--- src/rtl/l2_cacheline_adaptor_pkg.sv ---
// Shared types and default geometry for the L2 cacheline adaptor.
package l2_adaptor_types;

  localparam int unsigned LINE_W_DFLT  = 256;
  localparam int unsigned BURST_W_DFLT = 64;
  localparam int unsigned ADDR_W_DFLT  = 32;

  // Beats per line and line-offset bits for the default widths
  localparam int unsigned BEATS = LINE_W_DFLT / BURST_W_DFLT;
  localparam int unsigned OFS   = $clog2(LINE_W_DFLT / 8);

  typedef enum logic [1:0] {
    IDLE,
    READ,
    WRITE,
    DONE
  } adaptor_state_t;

endpackage

--- src/rtl/l2_cacheline_adaptor.sv ---
// L2 cacheline adaptor: splits line writebacks into memory bursts and
// assembles fill bursts back into a line.
// Optional macro L2_ADAPTOR_PERF_CNT_EN adds saturating fill/writeback counters.
module l2_cacheline_adaptor
  import l2_adaptor_types::*;
#(
  parameter int unsigned LINE_W  = LINE_W_DFLT,
  parameter int unsigned BURST_W = BURST_W_DFLT,
  parameter int unsigned ADDR_W  = ADDR_W_DFLT
) (
  input  logic               clk,
  input  logic               rst,
  input  logic [LINE_W-1:0]  line_i,
  output logic [LINE_W-1:0]  line_o,
  input  logic [ADDR_W-1:0]  address_i,
  input  logic               read_i,
  input  logic               write_i,
  output logic               resp_o,
  input  logic [BURST_W-1:0] burst_i,
  output logic [BURST_W-1:0] burst_o,
  output logic [ADDR_W-1:0]  address_o,
  output logic               read_o,
  output logic               write_o,
  input  logic               resp_i
`ifdef L2_ADAPTOR_PERF_CNT_EN
  ,
  output logic [31:0]        fill_cnt_o,
  output logic [31:0]        wb_cnt_o
`endif
);

  localparam int unsigned BEATS_N = LINE_W / BURST_W;
  localparam int unsigned OFS_N   = $clog2(LINE_W / 8);
  localparam int unsigned CNT_W   = (BEATS_N > 1) ? $clog2(BEATS_N) : 1;

  adaptor_state_t state_q, state_d;

  logic [CNT_W-1:0]                cnt_q;
  logic [ADDR_W-1:0]               addr_q;
  logic [BEATS_N-1:0][BURST_W-1:0] fill_q;
  logic [BEATS_N-1:0][BURST_W-1:0] wb_q;
  logic                            last_beat_c;

  assign last_beat_c = resp_i && (cnt_q == CNT_W'(BEATS_N - 1));

  // State register
  always_ff @(posedge clk) begin
    if (rst) state_q <= IDLE;
    else     state_q <= state_d;
  end

  // Next-state logic; write wins over read when both are requested
  always_comb begin
    state_d = state_q;
    case (state_q)
      IDLE: begin
        if (write_i)     state_d = WRITE;
        else if (read_i) state_d = READ;
      end
      READ:    if (last_beat_c) state_d = DONE;
      WRITE:   if (last_beat_c) state_d = DONE;
      DONE:    state_d = IDLE;
      default: state_d = IDLE;
    endcase
  end

  // Request latching, beat counter and fill-line assembly
  always_ff @(posedge clk) begin
    if (rst) begin
      cnt_q  <= '0;
      addr_q <= '0;
      fill_q <= '0;
      wb_q   <= '0;
    end else begin
      case (state_q)
        IDLE: begin
          if (write_i || read_i) begin
            cnt_q  <= '0;
            addr_q <= {address_i[ADDR_W-1:OFS_N], OFS_N'(0)};
          end
          if (write_i) wb_q <= line_i;
        end
        READ: begin
          if (resp_i) begin
            fill_q[cnt_q] <= burst_i;
            if (!last_beat_c) cnt_q <= cnt_q + CNT_W'(1);
          end
        end
        WRITE: begin
          if (resp_i && !last_beat_c) cnt_q <= cnt_q + CNT_W'(1);
        end
        default: ;
      endcase
    end
  end

  // Bus-side outputs decoded from the state register and latched data
  assign read_o    = (state_q == READ);
  assign write_o   = (state_q == WRITE);
  assign resp_o    = (state_q == DONE);
  assign address_o = addr_q;
  assign line_o    = fill_q;
  assign burst_o   = (state_q == WRITE) ? wb_q[cnt_q] : '0;

`ifdef L2_ADAPTOR_PERF_CNT_EN
  // Saturating completion counters, bumped on entry to DONE
  always_ff @(posedge clk) begin
    if (rst) begin
      fill_cnt_o <= '0;
      wb_cnt_o   <= '0;
    end else if (state_d == DONE) begin
      if (state_q == READ && fill_cnt_o != '1)  fill_cnt_o <= fill_cnt_o + 32'd1;
      if (state_q == WRITE && wb_cnt_o != '1)   wb_cnt_o   <= wb_cnt_o + 32'd1;
    end
  end
`endif

endmodule
--- config.mk ---
export PLATFORM = sky130hd
export DESIGN_NAME = l2_cacheline_adaptor
export DESIGN_NICKNAME = d
export VERILOG_FILES = /design/src/rtl/l2_cacheline_adaptor_pkg.sv /design/src/rtl/l2_cacheline_adaptor.sv
export SDC_FILE = /design/constraint.sdc
export NUM_CORES = 1
export LEC_CHECK = 0
export BUFFER_PORTS_ARGS = -buffer_cell sky130_fd_sc_hd__buf_2
export CORE_AREA = 4 4 277 279
export DETAILED_ROUTE_END_ITERATION = 10
export DIE_AREA = 0 0 281 283
export GPL_TIMING_DRIVEN = 0
export SLEW_MARGIN = 40
export SYNTH_ARGS = -nofsm -noshare
export SYNTH_HDL_FRONTEND = slang
export SYNTH_SLANG_ARGS = --single-unit
--- constraint.sdc ---
create_clock -name clk -period 2 [get_ports clk]
set_input_delay 0.2 -clock clk [delete_from_list [all_inputs] [get_ports clk]]
set_output_delay 0.2 -clock clk [all_outputs]
set_load 0.03 [all_outputs]
# Yosys cells after proc, flatten, opt, wreduce, memory -nomap -nowiden
# Cells that the tools add are included.
dict set report word_totals {
  reg_bits 543
  input_bits 357
}
dict set report op_classes {
  n_lt_le_gt_ge 2
  reduce_logical 13
  n_mux 15
  n_eq_ne 10
  n_addsub 1
}
# cell count
set op_table {}
lappend op_table {{256-bit bitwise mux} 1}
lappend op_table {{64-bit two-way mux} 3}
lappend op_table {{64-bit binary-select mux with 2-bit select} 1}
lappend op_table {{64-bit demux with 2-bit select} 1}
lappend op_table {{2-bit two-way mux} 7}
lappend op_table {{2-bit one-hot mux with 3 select lines} 2}
lappend op_table {{2-bit AND reduction} 4}
lappend op_table {{2-bit equality test (second input constant)} 3}
lappend op_table {{2-bit by 1-bit inequality test with 1-bit output (second input constant)} 3}
lappend op_table {{5-bit AND reduction} 1}
lappend op_table {{2-bit inequality test (second input constant)} 2}
lappend op_table {{1-bit logical AND} 3}
lappend op_table {{2-bit by 3-bit < comparator with 1-bit output (second input constant)} 1}
lappend op_table {{3-bit inequality test (second input constant)} 1}
lappend op_table {{3-bit nonzero test} 1}
lappend op_table {{2-bit by 1-bit adder with 2-bit output (second input constant)} 1}
lappend op_table {{2-bit by 1-bit equality test with 1-bit output (second input constant)} 1}
lappend op_table {{2-bit by 1-bit greater-or-equal comparator with 1-bit output (second input constant)} 1}
lappend op_table {{2-bit zero test} 1}
lappend op_table {{2-bit OR reduction} 1}
lappend op_table {{1-bit zero test} 1}
lappend op_table {{1-bit logical OR} 1}

# Logic depth before layout (Yosys ltp)
# Gate-level depths: netlist (run 1).
dict set report logic_depth {
  depth_word 6
  ltp_mapped 9
  depth_no_buf 5
}

# Least setup slack after synthesis (run 1)
# OpenSTA, ideal clock, no wires.
dict set report synth_timing {
  kind {register -> register}
  from {register cnt_q[1]}
  to {register fill_q (netlist bit line_o[100])}
  slack_ps 184
  path_stages_with_launch 9
  t_arrival_ps 1746
  path_buffers 3
  t_required_ps 1930
  cell_sequence {dfxtp_1 > buf_2 > buf_2 > inv_1 > ha_1 > nand3_1 > clkbuf_1 > nand2_1 > a21oi_1}
}
dict set report synth_via {
  elab_chain_len 5
}
# item line_no
set synth_lines {}
lappend synth_lines {{start: declaration} l2_cacheline_adaptor.sv:38} ;# logic [CNT_W-1:0] cnt_q;
lappend synth_lines {{start signal: assignment} l2_cacheline_adaptor.sv:86} ;# if (!last_beat_c) cnt_q <= cnt_q + CNT_W'(1);
lappend synth_lines {{start signal: assignment} l2_cacheline_adaptor.sv:90} ;# if (resp_i && !last_beat_c) cnt_q <= cnt_q + CNT_W'(1);
lappend synth_lines {{2-bit by 3-bit < comparator with 1-bit output (implied by the code) / 2-bit by 1-bit greater-or-equal comparator with 1-bit output (equally long branches)} l2_cacheline_adaptor.sv:85} ;# fill_q[cnt_q] <= burst_i;
lappend synth_lines {{1-bit logical AND (implied by the code)} l2_cacheline_adaptor.sv:85}
lappend synth_lines {{64-bit two-way mux (implied by the code)} l2_cacheline_adaptor.sv:85}
lappend synth_lines {{64-bit demux with 2-bit select (*)} l2_cacheline_adaptor.sv:85}
lappend synth_lines {{256-bit bitwise mux (*)} l2_cacheline_adaptor.sv:85}
lappend synth_lines {{end signal: indexed assignment} l2_cacheline_adaptor.sv:85}
lappend synth_lines {{end: declaration} l2_cacheline_adaptor.sv:40} ;# logic [BEATS_N-1:0][BURST_W-1:0] fill_q;
# Mark *: on every way between the ends. The rest lies on a longest branch, timed or not.
# A chain may end at the register's enable or synchronous reset.

# Worst setup path after layout (run 1)
dict set report layout_timing {
  from {register cnt_q[0]}
  to {output burst_o[19]}
}
dict set report layout_via {
  elab_chain_len 3
}
# item line_no
set layout_lines {}
lappend layout_lines {{64-bit binary-select mux with 2-bit select} l2_cacheline_adaptor.sv:103} ;# assign burst_o = (state_q == WRITE) ? wb_q[cnt_q] : '0;
lappend layout_lines {{64-bit two-way mux (implied by the code)} l2_cacheline_adaptor.sv:103}
lappend layout_lines {{64-bit two-way mux} l2_cacheline_adaptor.sv:103}
lappend layout_lines {{end: declaration} l2_cacheline_adaptor.sv:20} ;# output logic [BURST_W-1:0] burst_o,
# Every way passes these cells. The select of a mux whose other input is x is not followed.

==> results of run 1 <==
[state kept, by name, indices dropped and copies added, names as in the netlist]
register and flops:
cnt_q 2, address_o 27, wb_q 256, line_o 256, state_q 2
[placed cells by master, fill, tap and decap left out, drive strengths merged]
cell / n
a2111oi: 3
a21bo: 1
a21boi: 1
a21o: 1
a21oi: 541
and2: 65
and3: 4
buf: 820
bufinv: 4
clkbuf: 204
clkinv: 7
clkinvlp: 1
conb: 5
dfxtp: 543
diode: 11
dlygate4sd3: 348
ha: 10
inv: 12
mux2i: 2
mux4: 64
nand2: 1081
nand2b: 1
nand3: 6
nor2b: 2
nor3: 2
nor3b: 1
o21a: 1
o21ai: 1
or3b: 1
[layer usage]
layer | up-vias | track usage
li1 | 10600 | -
met2 | 1011 | 0.408
met1 | 10600 | 0.267
met4 | 14 | 0.117
met5 | - | 0
met3 | 260 | 0.0573
[cells by family after synthesis]
| logic type | count (synthesis) |
|---|---|
| flip-flops | 543 |
| adder cells (fa/ha/maj) | 10 |
| buffers and inverters | 209 |
| AND/OR/NAND/NOR | 1163 |
| multiplexers | 66 |
| other | 1 |
| AO/OA/AOI/OAI | 549 |
[worst min-delay path, stage by stage]
cell       delay (ns)
buf_2            0.16
inv_1            0.06
a2111oi_0        0.09
nor3_1           0.11
[cell usage after synthesis, drive strengths merged]
master	number
o21a	1
a21boi	1
clkbuf	106
nand2	1081
a21oi	541
nand3	6
inv	6
conb	1
a21o	1
a21bo	1
or3b	1
mux2i	2
nand2b	1
nor3b	1
and2	65
and3	4
a2111oi	3
nor2b	2
buf	97
ha	10
dfxtp	543
nor3	2
mux4	64
o21ai	1
[where the power goes]
part	internal (mW)	leakage (nW)	switching (mW)	total (mW)
Sequential	12.0	4.42	0.736	12.8
Combinational	4.68	8.24	6.88	11.6
Clock	6.68	1.00	4.73	11.4
[through the flow]
step | setup slack [ns] | TNS, ns | instances | util
after global routing | -0.562 | -33.37 | 4710 | 0.439
after detailed placement | -1.23 | -278.96 | 4213 | 0.343
after CTS | -0.538 | -34.00 | 4685 | 0.431
after floorplan | 0.184 | 0 | 2545 | -
final | -0.455 | -25.70 | 4712 | 0.439
after global placement | -1.21 | -292.98 | 4213 | 0.343
[worst max-delay path by stage]
stage,start,slack (ns),endpoint,cells past startpoint
after global routing,cnt_q[0],-0.56,burst_o[49],5
after detailed placement,cnt_q[1],-1.23,line_o[70],8
after floorplan,cnt_q[1],0.18,line_o[100],8
final,cnt_q[0],-0.45,burst_o[19],5
after global placement,cnt_q[1],-1.21,line_o[75],8
after CTS,cnt_q[0],-0.54,burst_o[49],5
[timing repair]
action                                  in CTS  in global routing
endpoints found under the setup margin     557                516
pin swaps                                    2                  9
gates resized for setup                    282                127
setup buffers                               15                 13
endpoints found under the hold margin      541                  0
hold buffers                               348                  0
cloned                                       2                  5
[cell type report]
cell class | instances | area [um^2]
Fill cell | 7318 | 41600
Sequential cell | 543 | 10900
Multi-Input combinational cell | 1793 | 9220
Timing Repair Buffer | 1080 | 7700
Clock buffer | 91 | 1790
Buffer | 201 | 1490
Tap cell | 969 | 1210
Clock inverter | 18 | 240
Inverter | 6 | 27.5
Antenna cell | 11 | 27.5
==> results.py, run 1 <==
metrics = {
    "routing": {
        "drc": 0,
        "wire_per_inst_um": 20.9,
        "drt_first_pass_iters": 5,
        "top_layer": "met5",
        "wl_met3_um": 7730,
        "wl_met2_um": 47600,
        "ant_nets": 0,
        "m1WireLength_um": 37500,
        "first_iter_violations": 1258,
        "routed_wl_um": 98500,
        "vias_per_cell": 4.77,
        "vias": 22500,
    },
    "clock_network": {
        "cts_max_path_buffers": 3,
        "cts_buffers": 59,
        "htreeDepth": 2,
        "cts_sinks": 543,
        "cts_tree": "yes",
        "clock_latency_ns": 0.62,
        "root_buffer": "clkbuf_16",
        "clk_pin_slew_ns": 0.07,
    },
    "critical_path": {
        "r2r_cells": 11,
        "path_common_cell": "buf_12",
        "reg2reg_setup_slack_ns": 0.03,
        "cp-start-kind": "register",
        "critPathCaptureType": "output pin",
        "crit_buf_inv": 3,
        "critPathArrivalTime_ns": 2.25,
        "r2r-end": "line_o[10]",
        "max_stage_delay_ns": 0.55,
        "slowest_stage": "mux4_2",
        "cp_top_family": "multiplexers",
        "critPathMaxFanout": 10,
        "path_cells": "buf_12 > buf_12 > mux4_2 > and2_4 > buf_6",
        "reg2reg_from": "cnt_q[0]",
        "crit_type": "register to output pin",
        "cp.required_ns": 1.80,
    },
    "placement": {
        "dpl-instance-area_um2": 25500,
        "place_hpwl_um": 72000,
        "portBuffers": 699,
        "gp_congestion": 0.906,
    },
    "synthesis": {
        "synthMuxAreaShare": 0.0705,
        "ys_ff_latch": 543,
        "yosys.area.top_type": "dfxtp_1",
        "yosysUniqueCellTypes": 28,
        "synth_seq_area_share": 0.524,
        "syn_area_um2": 20700,
        "synth-compound-area-share": 0.134,
        "synth_area_per_cell_um2": 8.16,
        "synth-simple-area-share": 0.220,
        "synth_xor_area_frac": 0,
        "netlist_top_cells_area": "dfxtp_1 52%, nand2_1 20%, a21oi_1 13%",
        "yosys_warnings": 0,
        "synth_top_family_by_area": "simple AND/OR/NAND/NOR gates",
        "synth_top_area_share": 0.524,
        "synthAdderAreaFrac": 0.00603,
        "netlist_instances": 2541,
    },
    "floorplan": {
        "num_rows": 100,
        "core_um2": 74200,
        "ios": 712,
        "die_w_um": 281,
        "die-area_um2": 79500,
        "die_height_um": 283,
        "start_util": 0.280,
    },
    "global_routing": {
        "antenna_found_initial": 17,
        "grt_pass1_wl_um": 142000,
        "grt_pass1_vias": 22200,
        "grt_remaining_overflow": 0,
        "grt_start_max_net_pins": 20,
        "track_usage": 0.235,
    },
    "power": {
        "p_per_area_nw_per_um2": 1100,
        "peakVddDrop_mv": 0.852,
        "p_leak_nw": 13.7,
        "power_mw": 35.8,
    },
    "sta": {
        "finalHoldViolations": 0,
        "slew_viol_final": 0,
        "grt_setup_unrepaired": "true",
        "finalCritPeriodShare": 1.23,
        "setup_violations": 64,
        "fin_ws_ns": -0.455,
        "fin_skew_ns": 0.0200,
        "max_slew_margin": 0.458,
        "hold_slack_ns": 0.0576,
        "tightestPinTransition_ns": 0.812,
        "max_clock_freq_mhz": 407,
        "min_period_ns": 2.45,
    },
    "run_status": {
        "violations": "negative setup slack",
        "outcome": "complete, but fails checks",
    },
    "hold_path": {
        "hold_depth": 4,
        "hold_start": "write_i",
        "hold_path.class": "primary input to register",
        "min_to": "state_q[0]",
    },
    "flow_run": {
        "maxCapViolCount": 0,
    },
    "finish": {
        "design_area_um2": 32600,
        "drive_gt1_frac": 0.298,
        "area_delta_synth_final_pct": 57.1,
        "finalNetCount": 4051,
    },
}
Note: power is estimated with default switching activity, not from simulation.
==> inputs of run 2 (changes only) <==
--- a/config.mk
+++ b/config.mk
@@ -10,6 +10,7 @@
 export DETAILED_ROUTE_END_ITERATION = 10
 export DIE_AREA = 0 0 281 283
 export GPL_TIMING_DRIVEN = 0
+export SETUP_SLACK_MARGIN = 0.3
 export SLEW_MARGIN = 40
 export SYNTH_ARGS = -nofsm -noshare
 export SYNTH_HDL_FRONTEND = slang
==> results.py, run 2 (synthesis gave the netlist of run 1 again) <==
metrics = {
    "global_routing": {
        "grt_start_max_net_pins": 17,
        "grt_remaining_overflow": 0,
        "grt_pass1_wl_um": 140000,
        "track_usage": 0.232,
        "antenna_found_initial": 9,
        "grt_pass1_vias": 22200,
    },
    "floorplan": {
        "core_um2": 74200,
        "ios": 712,
        "die_w_um": 281,
        "die-area_um2": 79500,
        "num_rows": 100,
        "start_util": 0.280,
        "die_height_um": 283,
    },
    "clock_network": {
        "root_buffer": "clkbuf_16",
        "clk_pin_slew_ns": 0.06,
        "htreeDepth": 2,
        "cts_tree": "yes",
        "cts_max_path_buffers": 3,
        "cts_buffers": 59,
        "cts_sinks": 543,
        "clock_latency_ns": 0.62,
    },
    "power": {
        "p_leak_nw": 13.8,
        "p_per_area_nw_per_um2": 1080,
        "power_mw": 35.9,
        "peakVddDrop_mv": 0.818,
    },
    "finish": {
        "finalNetCount": 4059,
        "fill_cells": 7212,
        "fin_cells": 4715,
        "drive_gt1_frac": 0.310,
        "layout_common_cells": "1060 x nand2_1, 671 x buf_2, 539 x dfxtp_1",
        "area_delta_synth_final_pct": 59.9,
        "layout_commonest_cell": "nand2_1",
    },
    "run_status": {
        "outcome": "complete, but fails checks",
        "violations": "negative setup slack",
    },
    "routing": {
        "routed_wl_um": 97800,
        "vias_per_cell": 4.76,
        "vias": 22500,
        "drt_first_pass_iters": 5,
        "wire_per_inst_um": 20.7,
        "drc": 0,
        "first_iter_violations": 1179,
        "ant_nets": 0,
    },
    "sta": {
        "fin_ws_ns": -0.479,
        "tightestPinTransition_ns": 0.870,
        "finalHoldViolations": 0,
        "max_slew_margin": 0.420,
        "fin_skew_ns": 0.0131,
        "max_clock_freq_mhz": 403,
        "setup_violations": 175,
        "min_period_ns": 2.48,
        "slew_viol_final": 0,
        "finalCritPeriodShare": 1.24,
        "grt_setup_unrepaired": "true",
    },
    "placement": {
        "place_hpwl_um": 70200,
        "gp_congestion": 0.914,
        "portBuffers": 699,
        "dpl.cell_count": 4213,
    },
    "flow_run": {
        "maxCapViolCount": 0,
    },
    "critical_path": {
        "crit_type": "register to output pin",
        "critPathArrivalTime_ns": 2.28,
        "cp-start-kind": "register",
        "cp.required_ns": 1.80,
        "critPathCaptureType": "output pin",
        "critPathMaxFanout": 6,
    },
    "hold_path": {
        "hold_path.class": "primary input to register",
    },
}
==> run 2: changes by cell type in the layout (fill, tap and decap cells not counted), moves of 18 or more <==
cell      previous run  this run
and2_1              27         5
clkbuf_2            30         9
and2_4              38        60
a21oi_2              8        33
nand2_1           1078      1060
a21oi_1            533       508
buf_8                9        27
clkbuf_1            66        89
==> run 2: final timing paths <==
path | endpoint | slack, ns | startpoint | cells past startpoint
setup / recovery | burst_o[12] | -0.48 | cnt_q[0] | 6
hold / removal | address_o[6] | 0.06 | read_i | 4
setup reg to reg | line_o[175] | -0.14 | cnt_q[0] | 14
hold reg to reg | address_o[19] | 0.45 | address_o[19] | 2
==> run 2: report_power, final <==
part           internal [mW]  total, mW  switching [mW]  leakage [nW]
registers               12.1       12.8           0.760          4.42
clock network           6.20       10.9            4.65         0.947
logic                   5.14       12.2            7.11          8.42
total                   23.4       35.9            12.5          13.8
==> run 2: what timing repair did <==
item,CTS,global route
hold endpoints to repair,541,0
hold buffers,348,0
setup buffers,16,8
cloned,11,4
pin swaps,29,19
gates resized for setup,371,183
endpoints found under the setup margin,595,599
==> run 2: area by class of cell <==
class                      count  area, um^2  area share
multi-input combinational   1793        9430       0.284
timing repair buffer        1086        8070       0.243
buffer                       203        1600      0.0484
sequential                   543       10900       0.328
clock buffer                  93        1770      0.0535
antenna                        8        20.0    0.000603
tap                          969        1210      0.0365
inverter                       6        32.5    0.000981
clock inverter                14         140     0.00422
==> run 2: metal layers <==
metal | global-route usage | part of all wire | up-vias
met5 | 0 | 0.00051 | -
met4 | 0.122 | 0.057 | 8
met3 | 0.0534 | 0.071 | 267
met2 | 0.408 | 0.49 | 979
met1 | 0.260 | 0.38 | 10600
li1 | - | - | 10600
==> run 2: stage by stage <==
stage	TNS, ns	instance area, um^2	hold slack (ns)	utilization	setup slack [ns]
2_1_floorplan	0	20800	0.336	-	0.257
3_3_place_gp	-236.20	25500	0.439	0.344	-0.858
3_5_place_dp	-247.76	25500	0.443	0.344	-0.894
4_1_cts	-49.40	32500	0.0100	0.438	-0.557
5_1_grt	-45.84	33200	0.0593	0.447	-0.567
6_report	-29.70	33200	0.0627	0.447	-0.479
==> run 2: critical path, cell delays in order (launching register included) <==
cell,delay (ns)
dfxtp_4,0.41
buf_12,0.18
buf_8,0.12
buf_16,0.12
mux4_2,0.51
and2_4,0.16
buf_6,0.13
